$ cat config.mk
export PLATFORM = sky130hd
export DESIGN_NAME = button_debouncer
export DESIGN_NICKNAME = d
export VERILOG_FILES = /design/src/rtl/cpu_pkg.sv /design/src/rtl/input_synchronizer.sv /design/src/rtl/button_debouncer.sv
export SDC_FILE = /design/constraint.sdc
export NUM_CORES = 1
export LEC_CHECK = 0
export ABC_AREA = 1
export CORE_UTILIZATION = 58
export CTS_BUF_LIST = sky130_fd_sc_hd__clkbuf_4 sky130_fd_sc_hd__clkbuf_8 sky130_fd_sc_hd__clkbuf_16
export CTS_CLUSTER_DIAMETER = 100
export DETAILED_ROUTE_END_ITERATION = 16
export PLACE_DENSITY = 0.77
export SLEW_MARGIN = 5
export SYNTH_ARGS = -nofsm -noshare
export SYNTH_HDL_FRONTEND = slang
export SYNTH_SLANG_ARGS = --single-unit
$ cat constraint.sdc
create_clock -name clk -period 1.88 [get_ports clk]
set_input_delay 0.188 -clock clk [delete_from_list [all_inputs] [get_ports clk]]
set_output_delay 0.188 -clock clk [all_outputs]
set_load 0.01 [all_outputs]
$ cat src/rtl/cpu_pkg.sv
// cpu_pkg: encodings and small helpers shared by the cpu board-input conditioning logic.
package cpu_pkg;

   typedef enum logic [1:0] {
      DB_IDLE         = 2'd0,
      DB_PRESS_WAIT   = 2'd1,
      DB_PRESSED      = 2'd2,
      DB_RELEASE_WAIT = 2'd3
   } db_state_e;

   function automatic int unsigned max_u(input int unsigned a, input int unsigned b);
      return (a > b) ? a : b;
   endfunction

endpackage

$ cat src/rtl/input_synchronizer.sv
// input_synchronizer: two-flop synchroniser for asynchronous board inputs (buttons, switches).
// RESET_VALUE should be the idle level of the pin so reset never looks like an input event.
module input_synchronizer #(
   parameter int unsigned      WIDTH       = 1,
   parameter logic [WIDTH-1:0] RESET_VALUE = '0
) (
   input  logic             clk,
   input  logic             rst_n,
   input  logic [WIDTH-1:0] async_in,
   output logic [WIDTH-1:0] sync_out
);

   logic [WIDTH-1:0] meta_q;
   logic [WIDTH-1:0] meta_d;
   logic [WIDTH-1:0] sync_q;
   logic [WIDTH-1:0] sync_d;

   always_comb begin
      meta_d = async_in;
      sync_d = meta_q;
   end

   always_ff @(posedge clk or negedge rst_n) begin
      if (!rst_n) begin
         meta_q <= RESET_VALUE;
         sync_q <= RESET_VALUE;
      end else begin
         meta_q <= meta_d;
         sync_q <= sync_d;
      end
   end

   assign sync_out = sync_q;

endmodule

$ cat src/rtl/button_debouncer.sv
// button_debouncer: synchronise, debounce and edge-detect one push-button into a one-cycle strobe.
// Define BUTTON_DEBOUNCER_AUTO_REPEAT_EN to add held-button auto-repeat pulses.
module button_debouncer
   import cpu_pkg::*;
#(
   parameter int unsigned DEBOUNCE_CYCLES   = 1000000,
   parameter bit          BUTTON_ACTIVE_LOW = 1'b1,
   parameter int unsigned REPEAT_DELAY      = 25000000,
   parameter int unsigned REPEAT_PERIOD     = 5000000
) (
   input  logic clk,
   input  logic reset,
   input  logic buttonIn,
   output logic buttonPulse,
   output logic buttonLevel,
   output logic buttonBusy
);

   localparam int unsigned     DB_W    = $clog2(DEBOUNCE_CYCLES);
   localparam logic [DB_W-1:0] DB_ONE  = DB_W'(1);
   localparam logic [DB_W-1:0] DB_LAST = DB_W'(DEBOUNCE_CYCLES - 1);

   if (DEBOUNCE_CYCLES < 2) begin : g_bad_debounce
      $error("button_debouncer: DEBOUNCE_CYCLES must be at least 2");
   end
   if ((REPEAT_DELAY == 0) || (REPEAT_PERIOD == 0)) begin : g_bad_repeat
      $error("button_debouncer: REPEAT_DELAY and REPEAT_PERIOD must be non-zero");
   end

   db_state_e       state_q;
   db_state_e       state_d;
   logic [DB_W-1:0] count_q;
   logic [DB_W-1:0] count_d;
   logic            pulse_q;
   logic            pulse_d;
   logic            level_q;
   logic            level_d;
   logic            pin_sync;
   logic            pressed_sync;
   logic            rep_fire;

   input_synchronizer #(
      .WIDTH       (1),
      .RESET_VALUE (BUTTON_ACTIVE_LOW)
   ) u_sync (
      .clk      (clk),
      .rst_n    (reset),
      .async_in (buttonIn),
      .sync_out (pin_sync)
   );

   assign pressed_sync = pin_sync ^ BUTTON_ACTIVE_LOW;

   always_comb begin
      state_d = state_q;
      count_d = count_q;
      case (state_q)
         DB_IDLE: begin
            if (pressed_sync) begin
               state_d = DB_PRESS_WAIT;
               count_d = DB_ONE;
            end
         end
         DB_PRESS_WAIT: begin
            if (!pressed_sync) begin
               state_d = DB_IDLE;
               count_d = '0;
            end else if (count_q == DB_LAST) begin
               state_d = DB_PRESSED;
               count_d = '0;
            end else begin
               count_d = count_q + 1'b1;
            end
         end
         DB_PRESSED: begin
            if (!pressed_sync) begin
               state_d = DB_RELEASE_WAIT;
               count_d = DB_ONE;
            end
         end
         DB_RELEASE_WAIT: begin
            if (pressed_sync) begin
               state_d = DB_PRESSED;
               count_d = '0;
            end else if (count_q == DB_LAST) begin
               state_d = DB_IDLE;
               count_d = '0;
            end else begin
               count_d = count_q + 1'b1;
            end
         end
         default: begin
            state_d = DB_IDLE;
            count_d = '0;
         end
      endcase
   end

`ifdef BUTTON_DEBOUNCER_AUTO_REPEAT_EN
   localparam int unsigned      REP_W      = $clog2(max_u(REPEAT_DELAY, REPEAT_PERIOD) + 1);
   localparam logic [REP_W-1:0] REP_DELAY  = REP_W'(REPEAT_DELAY);
   localparam logic [REP_W-1:0] REP_PERIOD = REP_W'(REPEAT_PERIOD);

   logic [REP_W-1:0] rep_count_q;
   logic [REP_W-1:0] rep_count_d;
   logic             rep_phase_q;  // 0: waiting for first repeat, 1: periodic repeats
   logic             rep_phase_d;

   always_comb begin
      rep_count_d = '0;
      rep_phase_d = 1'b0;
      rep_fire    = 1'b0;
      if (state_q == DB_PRESSED) begin
         if (rep_count_q == (rep_phase_q ? REP_PERIOD : REP_DELAY)) begin
            rep_fire    = 1'b1;
            rep_count_d = REP_W'(1);
            rep_phase_d = 1'b1;
         end else begin
            rep_count_d = rep_count_q + 1'b1;
            rep_phase_d = rep_phase_q;
         end
      end
   end

   always_ff @(posedge clk or negedge reset) begin
      if (!reset) begin
         rep_count_q <= '0;
         rep_phase_q <= 1'b0;
      end else begin
         rep_count_q <= rep_count_d;
         rep_phase_q <= rep_phase_d;
      end
   end
`else
   assign rep_fire = 1'b0;
`endif

   always_comb begin
      level_d = (state_q == DB_PRESSED) || (state_q == DB_RELEASE_WAIT);
      // level_q trails state_q by a cycle, so it is still low only in the first PRESSED cycle after PRESS_WAIT
      pulse_d = ((state_q == DB_PRESSED) && !level_q) || rep_fire;
   end

   always_ff @(posedge clk or negedge reset) begin
      if (!reset) begin
         state_q <= DB_IDLE;
         count_q <= '0;
         pulse_q <= 1'b0;
         level_q <= 1'b0;
      end else begin
         state_q <= state_d;
         count_q <= count_d;
         pulse_q <= pulse_d;
         level_q <= level_d;
      end
   end

   assign buttonPulse = pulse_q;
   assign buttonLevel = level_q;
   assign buttonBusy  = (state_q == DB_PRESS_WAIT) || (state_q == DB_RELEASE_WAIT);

endmodule

# Word level (Yosys, flattened, before mapping)
# Cells that the tools add are included.
[totals]
register_bits = 26
word_cells = 35
[op_classes]
eq_ne = 8
muxes = 13
n_addsub = 1
reduce_logical = 7
[op_table]
columns = ["operator", "count"]
rows = [
  ["20-bit 2-to-1 mux", 5],
  ["20-bit one-hot mux with 4 select lines", 1],
  ["20-bit by 1-bit adder with 20-bit output (second input constant)", 1],
  ["20-bit equality test (second input constant)", 1],
  ["2-bit 2-to-1 mux", 6],
  ["2-bit one-hot mux with 4 select lines", 1],
  ["2-bit equality test (second input constant)", 2],
  ["4-bit AND reduction", 1],
  ["3-bit by 2-bit inequality test with 1-bit output (second input constant)", 1],
  ["3-bit inequality test (second input constant)", 1],
  ["2-bit by 1-bit equality test with 1-bit output (second input constant)", 1],
  ["2-bit logical NOT", 1],
  ["1-bit logical OR", 2],
  ["2-bit by 1-bit inequality test with 1-bit output (second input constant)", 1],
  ["2-bit inequality test (second input constant)", 1],
  ["2-bit AND reduction", 1],
  ["1-bit logical AND", 1],
  ["1-bit logical NOT", 1],
]

# Logic depth before layout (Yosys ltp)
# Gate-level depths: netlist of the first run.
[logic_depth]
depth_word = 4
mapped_depth = 9
depth_no_buf = 9

# By module
# Synthesis of the first run repeated with hierarchy kept, for this count alone.
[hier_totals]
hier_cells = 218
hier_area_um2 = 1542.7
[modules_own_cells]
columns = ["mod", "seq_area_each_um2", "n_inst", "area_each_um2", "cells_each"]
rows = [
  ["button_debouncer", 600.6, 1, 1490.2, 216],
  ["input_synchronizer", 52.6, 1, 52.6, 2],
]

# Least setup slack after synthesis of the first run
# No wires, ideal clock.
[synth_timing]
path_kind = "register -> register"
startpoint = "register count_q[0]"
endpoint = "register count_q[17]"
required_time_ns = 1.763
setup_ns = 0.117
path_buffers = 0
arrival_ns = 1.230
slack_ns = 0.533
stages_incl_launch_ff = 9
period_less_slack_ns = 1.347
path_cell_list = "dfrtp_1 -> ha_1 -> nand3_1 -> nor2_2 -> nand3_2 -> nand2_4 -> inv_2 -> nand3_1 -> nand2_1"
[synth_via]
elab_chain_len = 4
word_cells_on_any_way = 6
classes_between = "add/sub (1); eq/ne (1); mux (4)"
[synth_rtl]
columns = ["element", "line", "text"]
rows = [
  ["start, declared", "button_debouncer.sv:32", "logic [DB_W-1:0] count_q;"],
  ["start signal, assigned", "button_debouncer.sv:152", "count_q <= count_d;"],
  ["20-bit by 1-bit adder with 20-bit output or 20-bit equality test (tied branches)", "--", ""],
  ["20-bit 2-to-1 mux *", "button_debouncer.sv:68, button_debouncer.sv:85", ""],
  ["20-bit 2-to-1 mux, on equally long branches", "button_debouncer.sv:82, button_debouncer.sv:65", ""],
  ["20-bit one-hot mux with 4 select lines *", "button_debouncer.sv:57", "case (state_q)"],
]
# Every way passes the cells marked *; elsewhere a longest branch is shown, timed or not.
# A chain may end at the register's enable or synchronous reset.

# Worst setup path after layout of the first run
[layout_timing]
startpoint = "register count_q[1]"
endpoint = "register count_q[12]"
# Same word-level chain as after synthesis.

==> results.json, run 1 <==
{
  "status": "finished, final reports clean",
  "grt_pass1_wl_mm": 5.016,
  "die_h_microns": 52.99,
  "clkTransAtPathRegs_ns": 0.14,
  "syn_area_sq_um": 1508,
  "startpoint": "count_q[1]",
  "slowest_stage": "dfrtp_1",
  "async_reset_ff_share_pct": 100.0,
  "cts_resized": 0,
  "final_antenna_net_count": 0,
  "pwr-share-clk_pct": 25.8,
  "p_sw_share_pct": 33.38,
  "vias": 1224,
  "syn_area_per_cell_sq_um": 7.853,
  "crit_required_ns": 2.11,
  "worst_pin_slew_ns": 0.4195,
  "drcViolationCount": 0,
  "pwr-share-comb_pct": 27.8,
  "grt_remaining_overflow": 0,
  "grt_use_total_pct": 24.53,
  "reg2reg_from": "count_q[1]",
  "ys_top_cells_by_count": "46 x nand2_1, 24 x dfrtp_1, 20 x inv_1, 20 x nor2_1, 16 x nand3_1",
  "synth-edff-count": 0,
  "endpoint": "count_q[12]",
  "worstSetupPathType": "flop to flop",
  "rows": 18,
  "cts_tree": "done",
  "antenna_found_initial": 0,
  "ioPinCount": 6,
  "dpl_cell_area_sq_um": 1579,
  "critical_path_buf_inv_count": 1,
  "cp_top_family": "simple AND/OR/NAND/NOR gates",
  "crit_path_cell_trace": "ha_1, nand3_1, nor2_2, nand3_2, nand2_4, nand2_2, inv_2, nor2_1",
  "finalHoldViolations": 0,
  "synth-seq-area-share_pct": 43.32,
  "drv_cap": 0,
  "dr.pass1.iters": 4,
  "die_x_microns": 52.99,
  "start_util_pct": 60.86,
  "clkLatencyLatePin_ns": 0.33,
  "crit_cells": 8,
  "yosysTopAreaCell": "dfrtp_1",
  "root_buffer": "clkbuf_4",
  "routed_wl_mm": 2.746,
  "ys_types": 26,
  "rrSetupSlack_ns": 0.30,
  "p_switching_mw": 0.4952,
  "gp_congestion": 0.9021,
  "synth.most_common_cell": "nand2_1",
  "max_freq_mhz": 631.2,
  "port_buffers": 5,
  "fin_skew_ns": 0.008521,
  "ys_seq_elements": 26,
  "via_per_inst": 5.368,
  "area.growth.synth_to_final_pct": 8.215,
  "reg2reg_depth": 8,
  "rsz0062_at_grt": "false",
  "crit_fanout": 9,
  "clockBufferDepth": 2,
  "grt_max_degree": 27,
  "ir_worst_vdd_mv": 0.8465,
  "fin_crit_ns": 1.584,
  "p_per_area_nw_per_um2": 909.3,
  "fin_nets": 203,
  "synthesis.nets": 196,
  "start_kind": "flop",
  "synthCells": 192,
  "max_stage_delay_ns": 0.42,
  "drtIter0Drc": 27,
  "sequentialPowerShare_pct": 46.3,
  "post_cts_buffers": 0,
  "tns_ns": 0,
  "ys.flop_type": "dfrtp_1",
  "p_leak_nw": 0.7934,
  "core_sq_um": 2477,
  "min_period_over_period_pct": 84.27,
  "diodes": 0,
  "crit_arrival_ns": 1.81,
  "ctsHoldBuffers": 0,
  "final-setup-viol-count": 0,
  "worstReg2RegEnd": "count_q[12]",
  "yosys-top-cells-area": "dfrtp_1 40%, nand2_1 11%, nand3_1 5.3%",
  "hp-class": "input port to asynchronous set/reset pin",
  "cp-end-kind": "flop",
  "grt_pass1_vias": 1208,
  "synth_top_area_share_pct": 39.83,
  "fin_area_sq_um": 1632,
  "wl_per_cell_microns": 12.04,
  "die_area_sq_um": 2807,
  "yosysWarnings": 0,
  "dp_hpwl_mm": 2.102,
  "h-tree-depth": 1,
  "slew_headroom_pct": 72.00,
  "cts_sinks": 26,
  "drive_above_1_share_pct": 15.15,
  "cts_inserted_buffers": 3,
  "final-max-slew-violation-count": 0,
  "p_int_mw": 0.9884
}
power groups by stage:
stage | clock network (mW) | logic [mW] | registers, mW
after floorplan | 0 | 0.296 | 0.695
after global placement | 0 | 0.400 | 0.696
after detailed placement | 0 | 0.415 | 0.698
after CTS | 0.399 | 0.416 | 0.688
after global routing | 0.414 | 0.463 | 0.699
final | 0.383 | 0.413 | 0.687
through the flow:
| step | total power, mW | worst slack [ns] | util (%) | std cells | hold slack [ns] |
|---|---|---|---|---|---|
| global route | 1.576 | 0.1234 | 65.86 | 228 | 0.2207 |
| finish | 1.484 | 0.2958 | 65.86 | 228 | 0.2016 |
| global placement | 1.096 | 0.3406 | 63.74 | 224 | 0.3462 |
| floorplan | 0.9918 | 0.5327 | - | 192 | -0.1076 |
| detailed placement | 1.114 | 0.3235 | 63.74 | 224 | 0.3479 |
| CTS | 1.502 | 0.2946 | 65.86 | 228 | 0.1987 |
metal layers:
metal	global-route usage [%]	wire length [microns]	part of all wire [%]
met4	9.211	33	1.2
met5	0	0	0
met2	41.14	1340	49
met3	3.448	80	2.9
met1	31.71	1292	47
sequential cells by signal, summed over array words and instances (netlist names), named ones only:
signal           cells
buttonPulse          1
buttonLevel          1
u_sync.sync_out      1
count_q             20
u_sync.meta_q        1
state_q              1
cell usage in the layout, fill, tap and decap left out:
master and instances:
nand3_2 2, clkbuf_4 3, nor3_1 3, nor2_1 20, nand2_1 46, ha_1 1
nand3_1 16, nand2_4 2, o22ai_1 5, buf_4 2, bufinv_16 1, a21oi_1 8
inv_1 20, nor2_4 1, clkdlybuf4s50_1 5, xnor2_1 1, inv_2 4, nand4_1 6
dfrtp_1 24, nand2_2 6, xor2_1 8, nor2_2 5, o21ai_0 4, nand3b_1 1
nor2_8 2, dfstp_2 2
kinds of logic after synthesis:
family | synth area share (%)
adder cells (fa/ha/maj) | 0.8297
XOR/XNOR | 5.229
AND/OR/NAND/NOR | 36.52
flip-flops | 43.32
buffers and inverters | 8.049
AO/OA/AOI/OAI | 6.058
cell type report:
cell class / count / area, sq um
well taps: 30 / 37.54
inverters: 24 / 90.09
repair buffers: 7 / 65.06
flip-flops and latches: 26 / 653.1
clock buffers: 3 / 22.52
multi-input cells: 137 / 733.2
clock inverters: 1 / 30.03
fillers: 203 / 845.8
worst min path at each step:
stage	to	depth (start not counted)	startpoint	slack, ns
floorplan	asynchronous set/reset pin	0	reset	-0.11
global placement	u_sync.sync_out	0	u_sync.meta_q	0.35
detailed placement	u_sync.sync_out	0	u_sync.meta_q	0.35
CTS	count_q[9]	2	reset	0.20
global route	u_sync.meta_q	1	buttonIn	0.22
finish	count_q[9]	2	reset	0.20
Power figures use the tool's default switching activity.
==> run 2, diff against run 1 <==
==> constraint.sdc (replaced) <==
create_clock -name clk -period 1.5 [get_ports clk]
set_input_delay 0.15 -clock clk [delete_from_list [all_inputs] [get_ports clk]]
set_output_delay 0.15 -clock clk [all_outputs]
set_load 0.01 [all_outputs]
==> results.json, run 2 (synthesized netlist as in run 1, its figures left out) <==
{
  "status": "finished, final reports clean",
  "grt_use_total_pct": 25.23,
  "layoutNonFillerInstCount": 239,
  "fin_nets": 214,
  "power_mw": 2.052,
  "final-setup-viol-count": 0,
  "grt_pass1_wl_mm": 5.050,
  "fin_crit_ns": 1.468,
  "core_sq_um": 2477,
  "ioPinCount": 6,
  "slowest_stage": "dfrtp_1",
  "seq_area_sq_um": 653.1,
  "multi_input_area_sq_um": 775.7,
  "crit_fanout": 5,
  "drv_cap": 0,
  "fillers": 200,
  "clockBufferDepth": 2,
  "drcViolationCount": 0,
  "routed_wl_mm": 3.165,
  "die_h_microns": 52.99,
  "cp-end-kind": "flop",
  "wl_per_cell_microns": 13.24,
  "cp_top_family": "simple AND/OR/NAND/NOR gates",
  "worst_pin_slew_ns": 0.3381,
  "grt_pass1_vias": 1178,
  "grt_max_degree": 27,
  "max_freq_mhz": 681.2,
  "drtIter0Drc": 47,
  "fin_skew_ns": 0.005079,
  "rrSetupSlack_ns": 0.03,
  "clkLatencyLatePin_ns": 0.33,
  "post-place-ws_ns": 0.02225,
  "cts_tree": "done",
  "final-max-slew-violation-count": 0,
  "drive_above_1_share_pct": 22.49,
  "finalHoldViolations": 0,
  "mostFrequentLayoutCells": "46 x nand2_1, 24 x dfrtp_1, 19 x inv_1",
  "final_antenna_net_count": 0,
  "p_per_area_nw_per_um2": 1164,
  "fin_area_sq_um": 1763,
  "gr-max-usage-layer": "met2",
  "ir_worst_vdd_mv": 1.073,
  "cts_sinks": 26,
  "largest-register": "count_q",
  "dpl_cell_area_sq_um": 1639,
  "grt_remaining_overflow": 0,
  "antenna_found_initial": 0,
  "gp_congestion": 0.8793,
  "slew_headroom_pct": 77.38,
  "die_x_microns": 52.99,
  "clkTransAtPathRegs_ns": 0.14,
  "dr.pass1.iters": 7,
  "p_leak_nw": 0.8486,
  "placedCellCount": 232,
  "start_util_pct": 60.86,
  "layout_commonest_cell": "nand2_1",
  "crit_arrival_ns": 1.69,
  "die_area_sq_um": 2807,
  "critical_path_buf_inv_count": 1,
  "worstSetupPathType": "flop to flop",
  "tns_ns": 0,
  "vias": 1311,
  "layout_setup_ws_ns": 0.03197,
  "rows": 18,
  "cpMostUsedCell": "nor2_1",
  "met2_usage_pct": 43.25,
  "largest_register_ffs": 20,
  "diodes": 0,
  "root_buffer": "clkbuf_4",
  "port_buffers": 5,
  "start_kind": "flop",
  "crit_required_ns": 1.72,
  "use_met3_pct": 4.598,
  "met1_usage_pct": 30.97,
  "area.growth.synth_to_final_pct": 16.93,
  "dp_hpwl_mm": 2.146,
  "ctsHoldBuffers": 0,
  "hp-class": "input port to asynchronous set/reset pin",
  "min_period_over_period_pct": 97.87,
  "crit_path_cell_trace": "nor2_1, nand2_1, nor2_1, nand3_4, nand2_4, buf_4, o22ai_1",
  "cts_inserted_buffers": 3,
  "via_per_inst": 5.485,
  "h-tree-depth": 1,
  "max_stage_delay_ns": 0.45
}
[run 2: cell types whose count changed in the layout (fill, tap and decap cells not counted), sizes merged]
cell / previous run / this run
buf: 2 / 13
[run 2: cell type report]
type,instances,share of cell area (%)
Inverter,24,5.252
Clock buffer,3,1.278
Multi-Input combinational cell,137,44.00
Timing Repair Buffer,18,8.588
Tap cell,30,2.129
Sequential cell,26,37.05
Clock inverter,1,1.703
[run 2: worst paths after layout]
check                                   start              end  cells after the start
worst min register to register  u_sync.meta_q  u_sync.sync_out                      0
worst max register to register    count_q[10]       count_q[3]                      7
max in group asynchronous               reset    u_sync.meta_q                      2
min in group clk                     buttonIn    u_sync.meta_q                      1
worst min-delay path                    reset       count_q[7]                      2
worst max-delay path              count_q[10]       count_q[3]                      7
[run 2: metal layers]
metal	vias to the layer above	share of wire (%)
li1	644	-
met1	630	46
met2	31	50
met3	6	2.5
met4	0	1.1
met5	-	0
[run 2: power by group]
part | switching [mW] | internal, mW
combinational | 0.414 | 0.301
clock | 0.217 | 0.271
sequential | 0.0665 | 0.783
[run 2: what timing repair did]
action                     in CTS  in global routing
setup buffers                   1                  2
setup endpoints to repair       3                 20
pin swaps                       0                  2
resized for setup               1                 11
[run 2: through the flow]
step           hold slack, ns  utilization (%)
5_1_grt                0.1821            71.16
3_3_place_gp           0.3460            66.16
2_1_floorplan         -0.1456                -
6_report               0.1574            71.16
3_5_place_dp           0.3476            66.16
4_1_cts                0.1664            68.59
